`config.mk`:
```
export PLATFORM = sky130hd
export DESIGN_NAME = reg_write_sequencer
export DESIGN_NICKNAME = d
export VERILOG_FILES = /design/src/rtl/reg_wr_pkg.sv /design/src/rtl/cmd_fifo.sv /design/src/rtl/reg_write_sequencer.sv
export SDC_FILE = /design/constraint.sdc
export NUM_CORES = 1
export LEC_CHECK = 0
export CAP_MARGIN = 20
export CORE_MARGIN = 2
export CORE_UTILIZATION = 50
export DETAILED_ROUTE_END_ITERATION = 8
export MAX_ROUTING_LAYER = met4
export PLACE_DENSITY = 0.76
export SETUP_SLACK_MARGIN = 0.15
export SYNTH_ARGS = -nofsm -noshare
export SYNTH_HDL_FRONTEND = slang
export SYNTH_SLANG_ARGS = --single-unit
```
`constraint.sdc`:
```
create_clock -name clk -period 6.1 [get_ports clk]
set_input_delay 1.22 -clock clk [delete_from_list [all_inputs] [get_ports clk]]
set_output_delay 1.22 -clock clk [all_outputs]
set_load 0.02 [all_outputs]
```
`src/rtl/reg_wr_pkg.sv`:
```
// Shared types and widths for the register-write sequencer.
package reg_wr_pkg;

  localparam int unsigned ADDR_W = 3;
  localparam int unsigned DATA_W = 5;

  typedef enum logic [1:0] {
    IDLE   = 2'd0,
    SETUP  = 2'd1,
    STROBE = 2'd2,
    HOLD   = 2'd3
  } wr_state_t;

  typedef struct packed {
    logic [ADDR_W-1:0] addr;
    logic [DATA_W-1:0] data;
  } wr_cmd_t;

  function automatic int unsigned max3(input int unsigned a, input int unsigned b,
                                       input int unsigned c);
    int unsigned m;
    m = (a > b) ? a : b;
    return (m > c) ? m : c;
  endfunction

endpackage

```
`src/rtl/cmd_fifo.sv`:
```
// In-order command buffer with registered count/full/empty; push is allowed
// on a full FIFO when a pop happens on the same edge.
module cmd_fifo
  import reg_wr_pkg::*;
#(
  parameter int unsigned DEPTH = 4,
  localparam int unsigned PTR_W = $clog2(DEPTH),
  localparam int unsigned CNT_W = PTR_W + 1
) (
  input  logic             clk,
  input  logic             rst,
  input  logic             push_i,
  input  logic             pop_i,
  input  wr_cmd_t          wr_data_i,
  output wr_cmd_t          rd_data_o,
  output logic [CNT_W-1:0] count_o,
  output logic             full_o,
  output logic             empty_o
);

  wr_cmd_t            mem_q [DEPTH];
  logic [PTR_W-1:0]   wr_ptr_q, wr_ptr_d;
  logic [PTR_W-1:0]   rd_ptr_q, rd_ptr_d;
  logic [CNT_W-1:0]   count_q, count_d;
  logic               full_q, full_d;
  logic               empty_q, empty_d;
  logic               push_ok;
  logic               pop_ok;

  always_comb begin
    pop_ok   = pop_i && !empty_q;
    push_ok  = push_i && (!full_q || pop_ok);
    wr_ptr_d = push_ok ? wr_ptr_q + PTR_W'(1) : wr_ptr_q;
    rd_ptr_d = pop_ok ? rd_ptr_q + PTR_W'(1) : rd_ptr_q;
    count_d  = count_q + CNT_W'(push_ok) - CNT_W'(pop_ok);
    full_d   = (count_d == CNT_W'(DEPTH));
    empty_d  = (count_d == '0);
  end

  always_ff @(posedge clk) begin
    if (rst) begin
      wr_ptr_q <= '0;
      rd_ptr_q <= '0;
      count_q  <= '0;
      full_q   <= 1'b0;
      empty_q  <= 1'b1;
    end else begin
      wr_ptr_q <= wr_ptr_d;
      rd_ptr_q <= rd_ptr_d;
      count_q  <= count_d;
      full_q   <= full_d;
      empty_q  <= empty_d;
    end
  end

  // Storage needs no reset; the pointers define what is valid.
  always_ff @(posedge clk) begin
    if (push_ok) mem_q[wr_ptr_q] <= wr_data_i;
  end

  assign rd_data_o = mem_q[rd_ptr_q];
  assign count_o   = count_q;
  assign full_o    = full_q;
  assign empty_o   = empty_q;

endmodule

```
`src/rtl/reg_write_sequencer.sv`:
```
// Buffers (addr, data) commands and replays them as setup/strobe/hold write
// cycles. Define REG_WR_SHADOW_EN to add a readable shadow of the written registers.
module reg_write_sequencer
  import reg_wr_pkg::*;
#(
  parameter int unsigned FIFO_DEPTH = 4,
  parameter int unsigned SETUP_CYC  = 1,
  parameter int unsigned STROBE_CYC = 2,
  parameter int unsigned HOLD_CYC   = 1,
  localparam int unsigned LVL_W = $clog2(FIFO_DEPTH) + 1
) (
  input  logic              clk,
  input  logic              rst,
  input  logic              cmd_valid,
  output logic              cmd_ready,
  input  logic [ADDR_W-1:0] cmd_addr,
  input  logic [DATA_W-1:0] cmd_data,
  output logic              write_strobe,
  output logic [ADDR_W-1:0] address,
  output logic [DATA_W-1:0] data,
  output logic              busy,
  output logic [LVL_W-1:0]  fifo_level
`ifdef REG_WR_SHADOW_EN
  ,
  input  logic [ADDR_W-1:0] shadow_sel,
  output logic [DATA_W-1:0] shadow_data
`endif
);

  localparam int unsigned MAX_CYC = max3(SETUP_CYC, STROBE_CYC, HOLD_CYC);
  localparam int unsigned CNT_W   = (MAX_CYC > 1) ? $clog2(MAX_CYC) : 1;
  localparam logic [CNT_W-1:0] SETUP_LAST  = CNT_W'(SETUP_CYC - 1);
  localparam logic [CNT_W-1:0] STROBE_LAST = CNT_W'(STROBE_CYC - 1);
  localparam logic [CNT_W-1:0] HOLD_LAST   = CNT_W'(HOLD_CYC - 1);

  wr_state_t          state_q, state_d;
  logic [CNT_W-1:0]   cnt_q, cnt_d;
  logic               strobe_q, strobe_d;
  logic [ADDR_W-1:0]  addr_q, addr_d;
  logic [DATA_W-1:0]  data_q, data_d;
  logic               busy_q, busy_d;
  logic [LVL_W-1:0]   level_d;
  logic               push;
  logic               pop;
  wr_cmd_t            push_cmd;
  wr_cmd_t            head;
  logic               fifo_full;
  logic               fifo_empty;

  assign push_cmd = '{addr: cmd_addr, data: cmd_data};

  cmd_fifo #(
    .DEPTH(FIFO_DEPTH)
  ) u_fifo (
    .clk      (clk),
    .rst      (rst),
    .push_i   (push),
    .pop_i    (pop),
    .wr_data_i(push_cmd),
    .rd_data_o(head),
    .count_o  (fifo_level),
    .full_o   (fifo_full),
    .empty_o  (fifo_empty)
  );

  // Phase sequencing: one counter reused across setup, strobe and hold.
  always_comb begin
    state_d  = state_q;
    cnt_d    = cnt_q;
    strobe_d = strobe_q;
    pop      = 1'b0;
    case (state_q)
      IDLE: begin
        if (!fifo_empty) begin
          pop     = 1'b1;
          state_d = SETUP;
          cnt_d   = '0;
        end
      end
      SETUP: begin
        if (cnt_q == SETUP_LAST) begin
          state_d  = STROBE;
          cnt_d    = '0;
          strobe_d = 1'b1;
        end else begin
          cnt_d = cnt_q + CNT_W'(1);
        end
      end
      STROBE: begin
        if (cnt_q == STROBE_LAST) begin
          state_d  = HOLD;
          cnt_d    = '0;
          strobe_d = 1'b0;
        end else begin
          cnt_d = cnt_q + CNT_W'(1);
        end
      end
      HOLD: begin
        if (cnt_q == HOLD_LAST) begin
          cnt_d = '0;
          if (!fifo_empty) begin
            pop     = 1'b1;
            state_d = SETUP;
          end else begin
            state_d = IDLE;
          end
        end else begin
          cnt_d = cnt_q + CNT_W'(1);
        end
      end
      default: begin
        state_d  = IDLE;
        cnt_d    = '0;
        strobe_d = 1'b0;
      end
    endcase

    push    = cmd_valid && cmd_ready;
    addr_d  = pop ? head.addr : addr_q;
    data_d  = pop ? head.data : data_q;
    level_d = fifo_level + LVL_W'(push) - LVL_W'(pop);
    busy_d  = (state_d != IDLE) || (level_d != '0);
  end

  always_ff @(posedge clk) begin
    if (rst) begin
      state_q  <= IDLE;
      cnt_q    <= '0;
      strobe_q <= 1'b0;
      addr_q   <= '0;
      data_q   <= '0;
      busy_q   <= 1'b0;
    end else begin
      state_q  <= state_d;
      cnt_q    <= cnt_d;
      strobe_q <= strobe_d;
      addr_q   <= addr_d;
      data_q   <= data_d;
      busy_q   <= busy_d;
    end
  end

  assign cmd_ready    = !fifo_full;
  assign write_strobe = strobe_q;
  assign address      = addr_q;
  assign data         = data_q;
  assign busy         = busy_q;

`ifdef REG_WR_SHADOW_EN
  localparam int unsigned NREG = 1 << ADDR_W;

  logic [DATA_W-1:0] shadow_q [NREG];

  // Shadow captures the value on the edge the strobe rises.
  always_ff @(posedge clk) begin
    if (rst) begin
      for (int i = 0; i < NREG; i++) shadow_q[i] <= '0;
    end else if (state_q == SETUP && state_d == STROBE) begin
      shadow_q[addr_q] <= data_q;
    end
  end

  assign shadow_data = shadow_q[shadow_sel];
`endif

endmodule
```
# [Word level (Yosys, flattened, before mapping)]
# Memories as Yosys holds them, arrays and structs flattened. A register that Yosys moved wholly into a read port is not among the register bits.
# Index checks and enable logic that the tools add are counted.
[totals] reg_bits=14 ram_bits=32 in_bits=11 output_inout_bits=14 word_cells=56 n_memories=1
[classes] n_addsub=7 eq_ne=7 mux=18 n_reduce_logical=14
[memory_table] name="u_fifo.mem_q" depth=4 word_bits=8 read_ports=1 rd_ports_with_merged_regs=1 write_ports=1 line="cmd_fifo.sv:21" rtl="wr_cmd_t mem_q [DEPTH];"
[op_table] operator="$mux 1" n=10
[op_table] operator="$mux 2" n=4
[op_table] operator="$pmux 2 s4" n=1
[op_table] operator="$add 3x1->3" n=2
[op_table] operator="$ne 2x2->1 const B" n=3
[op_table] operator="$sub 3x1->3" n=2
[op_table] operator="$add 2x1->2 const B" n=2
[op_table] operator="$eq 2x2->1 const B" n=2
[op_table] operator="$pmux 1 s2" n=2
[op_table] operator="$reduce_bool 2->1" n=2
[op_table] operator="$eq 3x3->1 const B" n=1
[op_table] operator="$logic_and 1x1->1" n=3
[op_table] operator="$logic_not 3->1" n=1
[op_table] operator="$pmux 1 s3" n=1
[op_table] operator="$reduce_and 3->1" n=1
[op_table] operator="$reduce_bool 3->1" n=1
[op_table] operator="$eq 2x1->1 const B" n=1
[op_table] operator="$logic_not 1->1" n=2
[op_table] operator="$logic_not 2->1" n=1
[op_table] operator="$logic_or 1x1->1" n=2
[op_table] operator="$reduce_or 2->1" n=1
[op_table] operator="$add 1x1->1 const B" n=1

# [Depth between registers and ports, before layout]
# Gate-level depths: netlist of the first run.
[logic_depth] depth_word=9 mapped_depth=13 ltp_nobuf=12

# [Cells and area by module]
# From an unflattened synthesis of the first run, not the netlist that was laid out.
[hier_totals] cells_unflattened=167 hier_area_um2=2368.5
[modules_own_cells] mod="cmd_fifo" n_inst=1 cells_each=93 area_each_um2=1677.9 seq_area_each_um2=1181.1
[modules_own_cells] mod="reg_write_sequencer" n_inst=1 cells_each=74 area_each_um2=690.7 seq_area_each_um2=260.2

# [Worst setup path after synthesis of the first run]
# No wires, ideal clock.
[synth_path] kind="input-to-reg" startpoint="input cmd_valid" endpoint="register u_fifo.empty_q (netlist: u_fifo.empty_o)" setup_ns=0.115 arrival_ns=2.379 t_required_ns=5.985 slack_ns=3.607 cell_stages=7 n_path_buf=1 path_cell_list="nor2b_1 -> buf_2 -> ha_1 -> fa_1 -> xnor2_1 -> nand2b_1 -> o21a_1"
[synth_via] elab_chain_len=5
[synth_lines] element="start: declaration" line="reg_write_sequencer.sv:14" rtl="input logic cmd_valid,"
[synth_lines] element="$logic_and 1x1->1" line="reg_write_sequencer.sv:118" rtl="push = cmd_valid && cmd_ready;"
[synth_lines] element="$logic_and 1x1->1" line="cmd_fifo.sv:32" rtl="push_ok = push_i && (!full_q || pop_ok);"
[synth_lines] element="named net u_fifo.push_ok" line="cmd_fifo.sv:27" rtl="logic push_ok;"
[synth_lines] element="$add 3x1->3" line="cmd_fifo.sv:35" rtl="count_d = count_q + CNT_W'(push_ok) - CNT_W'(pop_ok);"
[synth_lines] element="$sub 3x1->3" line="cmd_fifo.sv:35"
[synth_lines] element="$logic_not 3->1" line="cmd_fifo.sv:37" rtl="empty_d = (count_d == '0);"
[synth_lines] element="end signal: assignment" line="cmd_fifo.sv:52" rtl="empty_q <= empty_d;"
[synth_lines] element="end: declaration" line="cmd_fifo.sv:26" rtl="logic empty_q, empty_d;"
# The timed path passes the listed nets, and every way through them passes these cells.
# A chain may end at the register's enable or synchronous reset.

# [Final worst setup path of the first run]
[layout_path] startpoint="input cmd_valid" endpoint="register u_fifo.empty_q (netlist: u_fifo.empty_o)"
[layout_via] elab_chain_len=5
[layout_lines] element="$logic_and 1x1->1" line="reg_write_sequencer.sv:118"
[layout_lines] element="$logic_and 1x1->1" line="cmd_fifo.sv:32"
[layout_lines] element="$add 3x1->3" line="cmd_fifo.sv:35"
[layout_lines] element="$sub 3x1->3" line="cmd_fifo.sv:35"
[layout_lines] element="named net u_fifo.count_d[1]" line="cmd_fifo.sv:24" rtl="logic [CNT_W-1:0] count_q, count_d;"
[layout_lines] element="$logic_not 3->1" line="cmd_fifo.sv:37"
# The timed path passes the listed nets, and every way through them passes these cells.

==> summary.md, run 1 <==
| Metric | Value |
|---|---|
| Synth Area in Simple Gates | `0.0918` |
| RR Startpoint | `state_q[1]` |
| Post-synth top area cell | `edfxtp_1` |
| Share of layout cells above drive strength 1 | `0.102` |
| Drc violations | `0` |
| Slew @ Worst Pin | `800 ps` |
| Antenna-violating nets left | `0` |
| Sw Pwr | `0.417 mW` |
| Clk root buf | `clkbuf_8` |
| Antenna violations before repair | `0` |
| Worst hold endpoint | `address[1]` |
| Clock Sinks | `54` |
| CP Class | `input port to flip-flop` |
| Initial drt markers | `42` |
| First-pass GRT wire length | `6640 µm` |
| PortBufs | `24` |
| Post-synthesis sequential area ratio | `0.615` |
| Vias | `between 1k and 1.5k` |
| Vias in the first global route | `1390` |
| Final setup fails | `0` |
| Critical path, cell by cell | `clkdlybuf4s50_1, nor2b_1, ha_1, fa_1, nor2_1, o21a_1` |
| Critical Path AT | `about 3000 ps` |
| Core area | `~4400 µm²` |
| Via density | `5.34` |
| Htree depth | `2` |
| Gr usage total | `0.182` |
| Max-slew violations | `0` |
| Mux contribution to synthesized area | `0.0791` |
| Hold Path Stages | `2` |
| Setup repair after global routing missed its margin | `false` |
| Most numerous cell in the Yosys netlist | `edfxtp_1` |
| Pin count of the biggest net entering global routing | `22` |
| Smallest setup slack after layout | `3260 ps` |
| Sw frac | `0.345` |
| Pwr Total | `1.21 mW` |
| Adder-Cell Fraction of Synth Area | `0.0835` |
| Hold wc startpoint | `address[1]` |
| Die Ht | `71.5 µm` |
| Leak pwr | `between 0.9 and 1 nW` |
| Drt pass-1 iters | `4` |
| CTS clk-pin slew, worst paths | `100 ps` |
| Top-area cell type share of the netlist area | `0.422` |
| Clk pwr share | `0.197` |
| Die Wd | `71.5 µm` |
| Clock Latency Late Sink | `320 ps` |
| Post-synthesis cell type count | `31` |
| Post-cts hold buffer count | `0` |
| Congestion Overflow GR | `0` |
| PD cells | `457 nW/µm²` |
| Setup crit start kind | `input port` |
| Cells on worst reg2reg path | `11` |
| Comb pwr share | `0.388` |
| Post-CTS resize count | `0` |
| Outcome | `finished, final reports clean` |
| Clk_skew | `15.7 ps` |
| Boundary pin count | `25` |
| Setup tns final | `0 ps` |
| Largest stage delay, worst path | `460 ps` |
| Synth cell count leaders | `edfxtp_1 (32), dfxtp_1 (22), nand2_1 (20), inv_1 (13)` |
| Crit Path Max Fanout | `8` |
| Final WL | `approximately 3900 µm` |
| Initial Util | `0.519` |
| EDFF count, synth | `32` |
| Final Critical Period | `roughly 2800 ps` |
| Final Hold Fails | `0` |
| Synth async-reset ratio | `0` |
| Synth Net Count | `between 150 and 200` |
| CTS buffer count | `5` |
| Wire length per cell | `15.7 µm` |
| Layout Nets | `221` |
| #FFs+latches synth | `54` |
| Class of the worst hold path | `flip-flop to flip-flop` |
| Synthesized area | `2280 µm²` |
| Yosys warnings | `0` |
| Total die area | `slightly above 5000 µm²` |
| Top cells by area, synth | `edfxtp_1 (42%), dfxtp_1 (19%), mux4_2 (7.9%)` |
| Final worst path period share | `0.465` |
| Fmax | `0.352 GHz` |
| Xor and xnor area share after synthesis | `0.0231` |
| Required time worst endpoint | `6350 ps` |
| Layout fillers | `320` |
| Sequential fraction of design power | `0.416` |
| Main synth FF type | `edfxtp_1` |
| Crit Reg-Reg Endpoint | `u_fifo.empty_o` |
| Cells after Synth | `about 170` |
| Largest family of logic cells by synthesized area | `simple AND/OR/NAND/NOR gates` |
| Synth-to-layout area growth | `16.5%` |
| Clock Path Buffers | `2` |
| Internal power | `0.794 mW` |
| Critical path's slowest cell | `clkdlybuf4s50_1` |
| Max Cap Viol | `0` |
| R2R Setup Slk | `3360 ps` |
| Post-CTS Setup Inserts | `0` |
| DP Worst Slack | `2920 ps` |
| Placed wire-length estimate | `~2700 µm` |
| Mean Syn Cell Area | `13.3 µm²` |
| Post-synthesis compound-gate area fraction | `0.0665` |
| Routability cong. | `roughly 0.85` |
| Antenna diodes | `0` |
| Row count | `24` |
| CTS tree | `built` |
| Peak supply drop | `between 0.15 and 0.2 mV` |
| Slew margin rel. | `0.465` |
| Crit. End Element | `flip-flop` |
[routing by layer]
layer,vias to the layer above,global-route usage,wire [µm]
met5,-,-,0
met4,0,0.0776,89
met3,8,0.0506,151
met2,29,0.286,1920
met1,649,0.222,1760
li1,643,-,-
[cell type report]
cell class | instances | area [µm²] | share of cell area
tap | 52 | 65.1 | 0.0245
timing repair buffer | 24 | 240 | 0.0905
clock inverter | 2 | 38.8 | 0.0146
clock buffer | 6 | 72.6 | 0.0273
multi-input combinational | 97 | 783 | 0.295
inverter | 14 | 52.6 | 0.0198
sequential | 54 | 1400 | 0.528
[placed cells by master, fill, tap and decap left out, drive strengths merged]
master and n:
o211ai 1, xor2 2, inv 14, clkbuf 6
a31oi 2, o21ba 1, nor3 2, a2bb2oi 1
nand2 21, a21oi 12, nand3 2, fa 2
o21ai 5, nand2b 1, o21a 1, clkdlybuf4s50 24
nor2b 6, nor2 9, bufinv 1, dfxtp 22
ha 12, edfxtp 32, xnor2 4, a311oi 1
mux4 8, clkinv 1, and2 4
[worst max path at each step]
stage               from                 to  slack [ps]  cells after the start
3_5_place_dp   cmd_valid     u_fifo.empty_o        2920                      6
3_3_place_gp   cmd_valid  u_fifo.count_o[1]        3070                      5
5_1_grt        cmd_valid     u_fifo.empty_o        3110                      6
4_1_cts        cmd_valid     u_fifo.empty_o        3220                      6
6_report       cmd_valid     u_fifo.empty_o        3260                      6
2_1_floorplan  cmd_valid     u_fifo.empty_o        3610                      7
[state kept, by name, summed over array words and instances (netlist names), 2 cells and up]
| register | flops |
|---|---|
| u_fifo.rd_ptr_q | 2 |
| u_fifo.mem_q | 32 |
| state_q | 2 |
| address | 3 |
| u_fifo.wr_ptr_q | 2 |
| data | 5 |
| u_fifo.count_o | 3 |
[power by group through the flow]
stage	Sequential, mW	Combinational [mW]	Clock (mW)
5_1_grt	0.514	0.521	0.258
2_1_floorplan	0.531	0.314	0
3_5_place_dp	0.513	0.471	0
6_report	0.504	0.470	0.238
3_3_place_gp	0.510	0.445	0
4_1_cts	0.505	0.473	0.242
[worst max-delay path, delay by kind of cell]
kind	cells	cell delay (ps)
buffers and inverters	1	460
and+or+nand+nor	2	580
adders and majority gates	2	710
AOI/OAI and AO/OA	1	120
[through the flow]
stage          hold WS (ps)   util  std cells  instance area [µm²]
6_report                467  0.605        249                 2650
5_1_grt                 494  0.605        249                 2650
4_1_cts                 467  0.605        249                 2650
3_5_place_dp            453  0.580        241                 2540
3_3_place_gp            442  0.580        241                 2540
2_1_floorplan           494      -        171                 2280
[kinds of logic after synthesis]
| logic type | Yosys count |
|---|---|
| AOI/OAI and AO/OA | 24 |
| muxes | 8 |
| DFF | 54 |
| and+or+nand+nor | 45 |
| adders and majority gates | 14 |
| buffers and inverters | 20 |
| xor gates and xnor gates | 6 |
(Power assumes the default switching activity.)
==> inputs of run 2 (changes only) <==
clock period = 2.8 ns   (was 6.1 ns; I/O delays follow)
==> run 2 against run 1 <==
Effect of this change:
- via count is 0.53% higher
- cell area is 0.38% higher
- first-iteration DRC count is 140% higher
- clock skew is 4.0 ps lower
- clock power is 68% higher
- sequential cell count stayed put
- hold slack hardly changed
- count of clock-buffer cells in the layout is 1 lower
- critical path type is now flip-flop to flip-flop
- critical endpoint unchanged
- largest power group unchanged
==> summary.md, run 2 (synthesis results as in run 1) <==
| Metric | Value |
|---|---|
| Setup tns final | `0 ps` |
| Congestion Overflow GR | `0` |
| Via density | `5.26` |
| Total die area | `about 5100 µm²` |
| Htree depth | `2` |
| Slew @ Worst Pin | `approximately 730 ps` |
| Peak supply drop | `about 0.37 mV` |
| Hold wc startpoint | `address[1]` |
| Vias in the first global route | `1364` |
| Clock Sinks | `54` |
| Critical Path AT | `about 2700 ps` |
| PD cells | `roughly 970 nW/µm²` |
| First-pass GRT wire length | `6550 µm` |
| Clk root buf | `clkbuf_8` |
| Die Ht | `71.5 µm` |
| Max Cap Viol | `0` |
| Fmax | `around 0.40 GHz` |
| CTS tree | `built` |
| Finished Cell Area | `2660 µm²` |
| PortBufs | `24` |
| CTS buffer count | `5` |
| Core area | `4380 µm²` |
| Routability cong. | `0.783` |
| Leak pwr | `0.964 nW` |
| Final Critical Period | `2490 ps` |
| Crit Path Max Fanout | `11` |
| Setup repair after global routing missed its margin | `false` |
| Worst Setup SP | `state_q[0]` |
| Drt pass-1 iters | `4` |
| Vias | `about 1.3k` |
| Required time worst endpoint | `3010 ps` |
| Crit. End Element | `flip-flop` |
| Synth-to-layout area growth | `17.0%` |
| Drc violations | `0` |
| Area post-placement | `about 2500 µm²` |
| Placed wire-length estimate | `around 2800 µm` |
| Antenna violations before repair | `0` |
| Gr usage total | `0.177` |
| Boundary pin count | `25` |
| Sequential cell area | `1400 µm²` |
| Initial Util | `0.519` |
| Antenna-violating nets left | `0` |
| Pin count of the biggest net entering global routing | `22` |
| Commonest non-fill, non-tap cell in the layout | `edfxtp_1` |
| Class of the worst hold path | `flip-flop to flip-flop` |
| Hold Path Stages | `2` |
| Slew margin rel. | `0.512` |
| Final setup fails | `0` |
| Die Wd | `71.5 µm` |
| Biggest register | `u_fifo.mem_q` |
| Max-slew violations | `0` |
| CTS clk-pin slew, worst paths | `~100 ps` |
| Row count | `24` |
| Antenna diodes | `0` |
| Final WL | `3960 µm` |
| Layout Nets | `226` |
| Clk_skew | `11.7 ps` |
| Cells on worst reg2reg path | `11` |
| Max FFs per register | `32` |
| Outcome | `finished, final reports clean` |
| Area taken by multi-input logic gates | `783 µm²` |
| Commonest cells after routing, fill and taps aside | `edfxtp_1 (32), clkdlybuf4s50_1 (24), dfxtp_1 (21)` |
| RR Startpoint | `state_q[0]` |
| Final Hold Fails | `0` |
| Clock Latency Late Sink | `300 ps` |
| Wire length per cell | `15.6 µm` |
| Post-cts hold buffer count | `0` |
| Setup crit start kind | `flip-flop` |
| Layout fillers | `331` |
| Final worst path period share | `0.890` |
| Initial drt markers | `just over 100` |
| Share of layout cells above drive strength 1 | `0.119` |
| Clock Path Buffers | `2` |
| CP Class | `flip-flop to flip-flop` |
==> run 2: cell count changes in the layout (fill, tap and decap cells not counted), sizes merged <==
| cell | previous run | this run |
|---|---|---|
| buf | 0 | 5 |
| clkinv | 1 | 3 |
| bufinv | 1 | 0 |
| clkbuf | 6 | 5 |
==> run 2: cell type report <==
| type | count | share of cell area |
|---|---|---|
| repair buffers | 29 | 0.104 |
| inverters | 14 | 0.0207 |
| flip-flops and latches | 54 | 0.527 |
| clock buffers | 5 | 0.0258 |
| multi-input cells | 97 | 0.294 |
| well taps | 52 | 0.0244 |
| clock inverters | 3 | 0.00423 |
==> run 2: path summary, 6_finish.rpt <==
| path | endpoint | slack [ps] |
|---|---|---|
| setup / recovery | u_fifo.empty_o | 310 |
| hold / removal | address[1] | 470 |
| setup reg to reg | u_fifo.empty_o | 310 |
| hold reg to reg | address[1] | 470 |
==> run 2: metal layers <==
| metal | vias up | track usage | wire (µm) | share of wire |
|---|---|---|---|---|
| met5 | - | - | 0 | 0 |
| met3 | 2 | 0.0534 | 166 | 0.042 |
| li1 | 652 | - | - | - |
| met4 | 0 | 0.0440 | 19 | 0.0048 |
| met1 | 647 | 0.212 | 1770 | 0.45 |
| met2 | 35 | 0.294 | 2000 | 0.51 |
==> run 2: report_power, final <==
part | leakage [nW] | switching [mW] | total, mW | internal (mW)
clock | 0.0407 | 0.233 | 0.400 | 0.168
combinational | 0.448 | 0.554 | 1.08 | 0.529
sequential | 0.475 | 0.115 | 1.10 | 0.987
total | 0.964 | 0.902 | 2.59 | 1.68
==> run 2: timing repair <==
item                                    CTS  global route
gates cloned                              0             0
hold endpoints to repair                  0             0
buffers inserted                          0             4
endpoints found under the setup margin    1             5
pin swaps                                 1             1
gates resized for setup                   0             2
==> run 2: metrics by stage <==
| step | std cells | utilization | setup slack (ps) | hold WS [ps] | total power [mW] |
|---|---|---|---|---|---|
| after floorplan | 171 | - | 382 | 494 | 1.84 |
| after global routing | 254 | 0.608 | 129 | 497 | 2.78 |
| final | 254 | 0.608 | 307 | 468 | 2.59 |
| after CTS | 250 | 0.600 | 172 | 468 | 2.54 |
| after global placement | 242 | 0.582 | 313 | 454 | 2.08 |
| after detailed placement | 242 | 0.582 | 163 | 456 | 2.14 |
==> run 2: critical path: stages (launching register included) <==
cell	delay, ps
dfxtp_1	370
inv_1	100
ha_1	270
o21ai_4	260
inv_4	100
ha_1	290
inv_1	40
ha_1	180
fa_1	370
xnor2_1	180
nand2b_1	110
o21a_1	120
==> inputs of run 3 (changes only) <==
clock period = 2.55 ns   (was 2.8 ns; I/O delays follow)
==> run 3 against run 2 <==
Effect of this change:
- count of clock-buffer cells in the layout increased by 1
- routed wire length increased by 1.6%
- non-clock buffer count decreased by 1
- cell area increased by 0.75%
- die area unchanged
- sequential share of layout area decreased by 0.35 points
- hold slack about the same
- first-iteration DRC count decreased by 28%
- critical path depth decreased by 1
- critical path type unchanged
==> summary.md, run 3 (synthesis results as in run 1) <==
| Metric | Value |
|---|---|
| Met2 WL post-DR | `about 2100 µm` |
| Final setup fails | `0` |
| Commonest cells after routing, fill and taps aside | `edfxtp_1 (32), clkdlybuf4s50_1 (24), nand2_1 (20), dfxtp_1 (20), a21oi_1 (12)` |
| Setup repair after global routing missed its margin | `false` |
| Pin count of the biggest net entering global routing | `22` |
| Final Critical Period | `2320 ps` |
| Largest stage delay, worst path | `580 ps` |
| Initial drt markers | `73` |
| Boundary pin count | `25` |
| Critical Path End | `u_fifo.empty_o` |
| Clock Path Buffers | `2` |
| Htree depth | `2` |
| Worst Setup SP | `state_q[0]` |
| CTS clk-pin slew, worst paths | `90 ps` |
| Area post-placement | `2560 µm²` |
| CTS tree | `built` |
| Class of the worst hold path | `flip-flop to flip-flop` |
| Synth-to-layout area growth | `17.9%` |
| Share of layout cells above drive strength 1 | `0.154` |
| Final Hold Fails | `0` |
| Max FFs per register | `32` |
| Row count | `24` |
| Gr usage total | `0.174` |
| Crit Reg-Reg Endpoint | `u_fifo.empty_o` |
| Wire length per cell | `15.9 µm` |
| Slew @ Worst Pin | `639 ps` |
| Crit Path Max Fanout | `3` |
| Total die area | `5110 µm²` |
| Outcome | `finished, final reports clean` |
| Clk root buf | `clkbuf_8` |
| Area taken by multi-input logic gates | `just over 800 µm²` |
| Congestion Overflow GR | `0` |
| Routability cong. | `~0.9` |
| Final WL | `roughly 4000 µm` |
| First-pass GRT wire length | `6500 µm` |
| Highest routing layer actually used | `met4` |
| M1 WL | `1670 µm` |
| Fin util | `0.612` |
| Finished Cell Area | `approximately 2700 µm²` |
| Critical Path AT | `2520 ps` |
| Cells on worst reg2reg path | `10` |
| Antenna violations before repair | `0` |
| Die Wd | `71.5 µm` |
| Vias in the first global route | `~1.4k` |
| Critical path's slowest cell | `fa_2` |
| Clock Sinks | `54` |
| Initial Util | `0.519` |
| Critical path, cell by cell | `ha_2, nor2b_2, o21ai_4, inv_2, ha_1, inv_1, ha_1, fa_2, nor2_1, o21a_1` |
| Placed wire-length estimate | `roughly 2900 µm` |
| Setup tns final | `0 ps` |
| PortBufs | `24` |
| Crit. End Element | `flip-flop` |
| Via density | `~5.3` |
| Drt pass-1 iters | `4` |
| PD cells | `1080 nW/µm²` |
| Required time worst endpoint | `2760 ps` |
| R2R Setup Slk | `230 ps` |
| Peak supply drop | `around 0.53 mV` |
| Clk_skew | `8.79 ps` |
| Sequential cell area | `around 1400 µm²` |
| Biggest register | `u_fifo.mem_q` |
| Fmax | `0.432 GHz` |
| Commonest non-fill, non-tap cell in the layout | `edfxtp_1` |
| CTS buffer count | `5` |
| CP Class | `flip-flop to flip-flop` |
| Drc violations | `0` |
| Core area | `4380 µm²` |
| RR Startpoint | `state_q[0]` |
| Slew margin rel. | `0.574` |
| Max Cap Viol | `0` |
| Clock Latency Late Sink | `300 ps` |
| Die Ht | `just over 70 µm` |
| Cell repeated most along the worst path | `ha_1` |
| Max-slew violations | `0` |
| Routed met3 length | `173 µm` |
| Setup crit start kind | `flip-flop` |
| Final worst path period share | `0.908` |
| Layout Nets | `between 200 and 250` |
| Vias | `1351` |
| Antenna diodes | `0` |
| Leak pwr | `0.963 nW` |
| Antenna-violating nets left | `0` |
| Layout fillers | `353` |
[run 3: how the worst min path moves through the flow]
| stage | startpoint | to | cells after the start |
|---|---|---|---|
| floorplan | cnt_q | cnt_q | 2 |
| global placement | data[1] | data[1] | 2 |
| detailed placement | address[0] | address[0] | 2 |
| CTS | address[0] | address[0] | 2 |
| global route | data[2] | data[2] | 2 |
| finish | data[2] | data[2] | 2 |
[run 3: final cells by class]
class	count	area share
clock buffers	6	0.0270
clock inverters	2	0.00326
inverters	14	0.0196
multi-input cells	97	0.302
flip-flops and latches	54	0.523
well taps	52	0.0242
repair buffers	28	0.101
[run 3: worst max-delay path: cells and delay by family, from the launching register on]
| family | cells | cell delay, ps |
|---|---|---|
| DFF | 1 | 350 |
| and+or+nand+nor | 2 | 230 |
| AOI/OAI and AO/OA | 2 | 300 |
| buffers and inverters | 2 | 100 |
| adders and majority gates | 4 | 1240 |
[run 3: layer usage]
| layer | GRT usage | vias to the layer above |
|---|---|---|
| met5 | - | - |
| met4 | 0.0650 | 0 |
| met3 | 0.0366 | 6 |
| met2 | 0.296 | 35 |
| met1 | 0.204 | 662 |
| li1 | - | 648 |
[run 3: report_power, final]
part	total [mW]	switching (mW)	internal [mW]
registers	1.22	0.132	1.09
clock network	0.445	0.256	0.189
logic	1.23	0.632	0.593
total	2.89	1.02	1.87
[run 3: timing repair]
| item | 4_1_cts | 5_1_grt |
|---|---|---|
| setup endpoints to repair | 3 | 5 |
| pin swaps | 1 | 2 |
| gates resized for setup | 0 | 9 |
| hold buffers | 0 | 0 |
| buffers inserted | 1 | 0 |
[run 3: through the flow]
| step | cells | hold WS [ps] | setup slack [ps] | total power, mW |
|---|---|---|---|---|
| 5_1_grt | 253 | 489 | 151 | 3.08 |
| 3_5_place_dp | 244 | 459 | 51.3 | 2.39 |
| 6_report | 253 | 468 | 234 | 2.89 |
| 3_3_place_gp | 244 | 452 | 209 | 2.30 |
| 4_1_cts | 253 | 472 | 105 | 2.85 |
| 2_1_floorplan | 171 | 494 | 157 | 2.02 |
==> edit 1, RTL diff (config.mk and constraints of run 2) <==
Change the package constant `DATA_W` from 5 to 10.
--- a/src/rtl/reg_wr_pkg.sv
+++ b/src/rtl/reg_wr_pkg.sv
@@ -4,3 +4,3 @@
   localparam int unsigned ADDR_W = 3;
-  localparam int unsigned DATA_W = 5;
+  localparam int unsigned DATA_W = 10;
 
Ports: changed (resized cmd_data and data); port bits go from 25 to 35. The function was not compared with the original's and may differ.
==> edit 1 against run 2 <==
  * Synthesized area rose by 40%
  * Total power rose by 48%
  * Wire length rose by 42%
  * Cell area rose by 45%
  * Sequential cell count rose by 25
  * Global-route usage rose by 0.25 points
  * Setup slack improved by 0.014 ns
==> edit 1: results (changes against run 2) <==
### Route
* 1st-iter DRT viols: 165, was 102
* Routed wire per std cell: 16.18 um, was 15.57 um
* met3 WL post-DR: 190 um, was 166 um
* total routed wire length on the met1 layer: 2.322 mm, was 1.771 mm
* length of routed met2 wiring: 2.963 mm, was 1.998 mm
* post-detailed-route via-to-cell ratio: 5.236, was 5.260

### Outcome
* status: complete, no violations, unchanged

### STA
* worst-case headroom to the max-slew limit: 0.5468, was 0.5124
* largest clock skew in the final design: 0.01152 ns, was 0.01168 ns

### Yosys
* number of unique standard cell types used by synthesis: 30, was 31
* share of synthesized area occupied by flip-flops and latches: 0.6614, was 0.6154
* async set-or-reset flop fraction in the synthesized netlist: 0, unchanged
* number of warning messages in the yosys log: 0, unchanged
* number of enable flip-flop cells after synthesis: 52, was 32
* number of instances in the synthesized netlist: 219, was 171
* Synthesized Nets: 249, was 196
* leading post-synthesis cells by cell area: sky130_fd_sc_hd__edfxtp_1, sky130_fd_sc_hd__dfxtp_1, sky130_fd_sc_hd__mux4_2, unchanged
* top cell types by occurrence after synthesis: sky130_fd_sc_hd__edfxtp_1, sky130_fd_sc_hd__nand2_1, sky130_fd_sc_hd__dfxtp_1, was sky130_fd_sc_hd__edfxtp_1, sky130_fd_sc_hd__dfxtp_1, sky130_fd_sc_hd__nand2_1

### Final layout
* fraction of layout cells with a size suffix above 1: 0.1519, was 0.1188
* fill cell instance count of the final layout: 510, was 331
* number of flip-flops in the largest register: 52, was 32
* final net count: 295, was 226
* fin cells: 347, was 254

### Power and ir drop
* Internal Power: 0.002577 W, was 0.001684 W
* Leakage Power: 1.370 nW, was 0.9638 nW
* Max IR drop VDD: 0.5543 mV, was 0.3718 mV
* share of power burned in combinational logic: 0.340, was 0.419
* clock share of power: 0.249, was 0.155
* switching component of the power: 0.001261 W, was 0.0009018 W

### GRT
* pin count of the biggest net entering global routing: 16, was 22
* number of antenna violations at the first check in global routing: 0, unchanged
* total routing resource utilization after global routing: 0.1792, was 0.1767
* global-route wire length before repair: 9.059 mm, was 6.548 mm
* vias in the first global route: 1828, was 1364

### Placement
* post-placement cell count: 331, was 242
* Detailed Place HPWL: 3.641 mm, was 2.833 mm
* total placed instance area: 3626 sq um, was 2550 sq um
* Final Wtd Congestion: 0.7439, was 0.7832
* quantity of I/O buffers inserted on ports: 34, was 24

### Worst setup path
* crit path DAT: 2.73 ns, was 2.70 ns
* slowest stage delay, CP: 0.37 ns, about the same
* number of buffers and inverters on the critical path: 3, unchanged
* largest fanout on the critical path: 9, was 11

### Clock tree
* clock latency of the later-clocked register in the worst-skew pair: 0.36 ns, was 0.30 ns
* library cell used as clock root buffer: sky130_fd_sc_hd__clkbuf_8, unchanged
* CTS buffer count: 9, was 5
* maximum clock insertion buffer count: 2, unchanged
* maximum level of the CTS H-tree: 3, was 2

### Die
* die extent in x: 83.73 um, was 71.49 um

==> edit 1: cell types whose count changed after synthesis, sizes merged, moves of 2 or more <==
cell and change:
a21oi +6, a31oi -2, clkbuf +2, dfxtp +5, edfxtp +20, mux4 +5, nand2 +10, o21ai +2
==> edit 1: final timing paths <==
check,startpoint,endpoint,slack [ns],depth (start not counted)
setup / recovery,state_q[0],u_fifo.empty_o,0.32,12
hold / removal,address[0],address[0],0.46,2
setup reg to reg,state_q[0],u_fifo.empty_o,0.32,12
hold reg to reg,address[0],address[0],0.46,2
==> edit 1: area by class of cell <==
cell class	count	area, sq um	area share
Tap cell	77	96.34	0.02490
Sequential cell	79	2103	0.5437
Clock inverter	7	105.1	0.02717
Multi-Input combinational cell	118	975.9	0.2523
Inverter	13	48.80	0.01261
Timing Repair Buffer	44	415.4	0.1074
Clock buffer	9	123.9	0.03202
==> edit 1: logic make-up after synthesis <==
family          after synthesis  share of synthesized area
flops                        79                     0.6614
fa+ha+maj                    14                    0.05984
buf+inv                      22                    0.03543
simple gates                 55                    0.07520
mux                          13                    0.09803
compound gates               30                    0.05355
xor+xnor                      6                    0.01654
==> edit 1: per-stage QoR <==
step | setup WS, ns | util | hold WS (ns)
after floorplan | 0.3299 | - | 0.4706
after global placement | 0.4463 | 0.5810 | 0.4460
after detailed placement | 0.3392 | 0.5810 | 0.4498
after CTS | 0.2361 | 0.6177 | 0.4625
after global routing | 0.1620 | 0.6199 | 0.4785
final | 0.3214 | 0.6199 | 0.4613
==> edit 1: routing by layer <==
| layer | GRT usage | up-vias |
|---|---|---|
| li1 | - | 881 |
| met1 | 0.2000 | 885 |
| met2 | 0.3004 | 38 |
| met3 | 0.04154 | 13 |
| met4 | 0.09384 | 0 |
| met5 | - | - |
==> edit 2, RTL diff (settings of run 2) <==
Made on the original files. The 4 states of `wr_state_t` get a one-hot encoding in 4 bits.
--- a/src/rtl/reg_wr_pkg.sv
+++ b/src/rtl/reg_wr_pkg.sv
@@ -6,7 +6,7 @@
 
-  typedef enum logic [1:0] {
-    IDLE   = 2'd0,
-    SETUP  = 2'd1,
-    STROBE = 2'd2,
-    HOLD   = 2'd3
+  typedef enum logic [3:0] {
+    IDLE   = 4'b0001,
+    SETUP  = 4'b0010,
+    STROBE = 4'b0100,
+    HOLD   = 4'b1000
   } wr_state_t;
Behaviour: no difference found for any inputs over 10 cycles, from zero or initial values and one cycle with rst high; not proved beyond that.
==> edit 2 against run 2 <==
  * Synthesized cell count increased by 1.8%
  * Setup slack improved by 0.092 ns
  * Sequential cell count increased by 2
  * Cell count decreased by 0.39%
  * Via count increased by 0.60%
  * Sequential power increased by 5%
  * Cell area increased by 3.1%
  * Total power decreased by 0.59%
  * Wire length decreased by 3.3%
  * Synthesized area increased by 4.6%
  * Utilization decreased by 1.9 points
  * Count of clock-buffer cells in the layout unchanged
==> edit 2: results (changes against run 2) <==
### Route
* met3 WL post-DR: 99 um, was 166 um
* length of routed met2 wiring: 2.045 mm, was 1.998 mm
* top layer in use: met4, unchanged
* Routed wire per std cell: 15.12 um, was 15.57 um
* 1st-iter DRT viols: 67, was 102
* total routed wire length on the met1 layer: 1.628 mm, was 1.771 mm
* wire length after detailed routing: 3.826 mm, was 3.956 mm
* count of vias placed by the detailed router: 1344, was 1336

### Final layout
* Non-Clock Buffer Count: 27, was 29
* fill cell instance count of the final layout: 347, was 331
* total area of sequential cells: 1441 sq um, was 1403 sq um
* multi-input logic portion of the cell area: 0.3031, was 0.2940
* final net count: 218, was 226
* count of inverters other than clock inverters in the layout: 12, was 14
* number of combinational gates with multiple inputs: 96, was 97
* clock distribution area overhead in the final layout: 0.03510, was 0.03006
* portion of the layout cell area used by non-clock buffers: 0.09572, was 0.1043

### Clock tree
* Setup Buffers After CTS: 0, unchanged
* post-CTS resize count: 0, unchanged

### Worst setup path
* crit path DAT: 2.59 ns, was 2.70 ns
* slowest stage delay, CP: 0.53 ns, was 0.37 ns
* largest delay contributor family on the critical path: simple AND/OR/NAND/NOR gates, was adder cells

### GRT
* Global Route met3 Usage: 0.04144, was 0.05345
* M1 GR Usage: 0.1989, was 0.2119
* pin count of the biggest net entering global routing: 20, was 22
* total routing resource utilization after global routing: 0.1697, was 0.1767
* global-route wire length before repair: 6.534 mm, was 6.548 mm
* met2 layer usage reported by global route: 0.2773, was 0.2942
* vias in the first global route: 1433, was 1364

### Yosys
* top cell types by occurrence after synthesis: sky130_fd_sc_hd__edfxtp_1, sky130_fd_sc_hd__dfxtp_1, sky130_fd_sc_hd__nor2_1, was sky130_fd_sc_hd__edfxtp_1, sky130_fd_sc_hd__dfxtp_1, sky130_fd_sc_hd__nand2_1
* async set-or-reset flop fraction in the synthesized netlist: 0, unchanged
* share of synthesized area occupied by flip-flops and latches: 0.6050, was 0.6154
* leading post-synthesis cells by cell area: sky130_fd_sc_hd__edfxtp_1, sky130_fd_sc_hd__dfxtp_1, sky130_fd_sc_hd__mux4_2, unchanged
* number of synthesized register bits: 56, was 54
* share of cell area taken by muxes after synthesis: 0.1092, was 0.07912
* number of instances in the synthesized netlist: 174, was 171
* number of unique standard cell types used by synthesis: 35, was 31
* share of the synthesized netlist area taken by xor and xnor gates: 0.02941, was 0.02308
* Synthesized Nets: 194, was 196
* adder-cell area share of the yosys netlist: 0.05357, was 0.08352

### Power and ir drop
* Leakage Power: 1.024 nW, was 0.9638 nW
* sequential power: 0.00115 W, was 0.00110 W
* Max IR drop VDD: 0.6124 mV, was 0.3718 mV
* switching component of the power: 0.0008721 W, was 0.0009018 W
* clock share of power: 0.176, was 0.155

### STA
* largest clock skew in the final design: 0.01158 ns, was 0.01168 ns
* slew at the pin closest to its max-slew limit: 0.6177 ns, was 0.7292 ns

### Placement
* Final Wtd Congestion: 0.8493, was 0.7832
* Detailed Place HPWL: 2.748 mm, was 2.833 mm
* post-placement cell count: 245, was 242

### Outcome
* status: complete, no violations, unchanged

edit 2: cell count changes in the layout (fill, tap and decap cells not counted), sizes merged, moves of 3 or more:
cell   before  now
nor2        9   16
nor3b       0    3
a21oi      12    2
nand2      21    4
nor4        0    3
ha         12    7
mux2i       0    8
edit 2: stage by stage:
stage          total power (W)  instance area, sq um  hold slack, ns    util  setup slack (ns)
6_report              0.002570                  2745          0.4814  0.5890            0.3992
5_1_grt               0.002740                  2745          0.5224  0.5890            0.1891
4_1_cts               0.002601                  2745          0.4872  0.5890            0.3821
3_5_place_dp          0.002149                  2649          0.4621  0.5683            0.3929
3_3_place_gp          0.002096                  2649          0.4536  0.5683            0.4965
2_1_floorplan         0.001863                  2382          0.5060       -            0.5449
edit 2: final timing paths:
kind                                    from            to  slack [ns]  depth (start not counted)
worst max register to register    state_q[3]          busy        0.40                          8
worst max-delay path              state_q[3]          busy        0.40                          8
worst min register to register  write_strobe  write_strobe        0.48                          1
worst min-delay path            write_strobe  write_strobe        0.48                          1
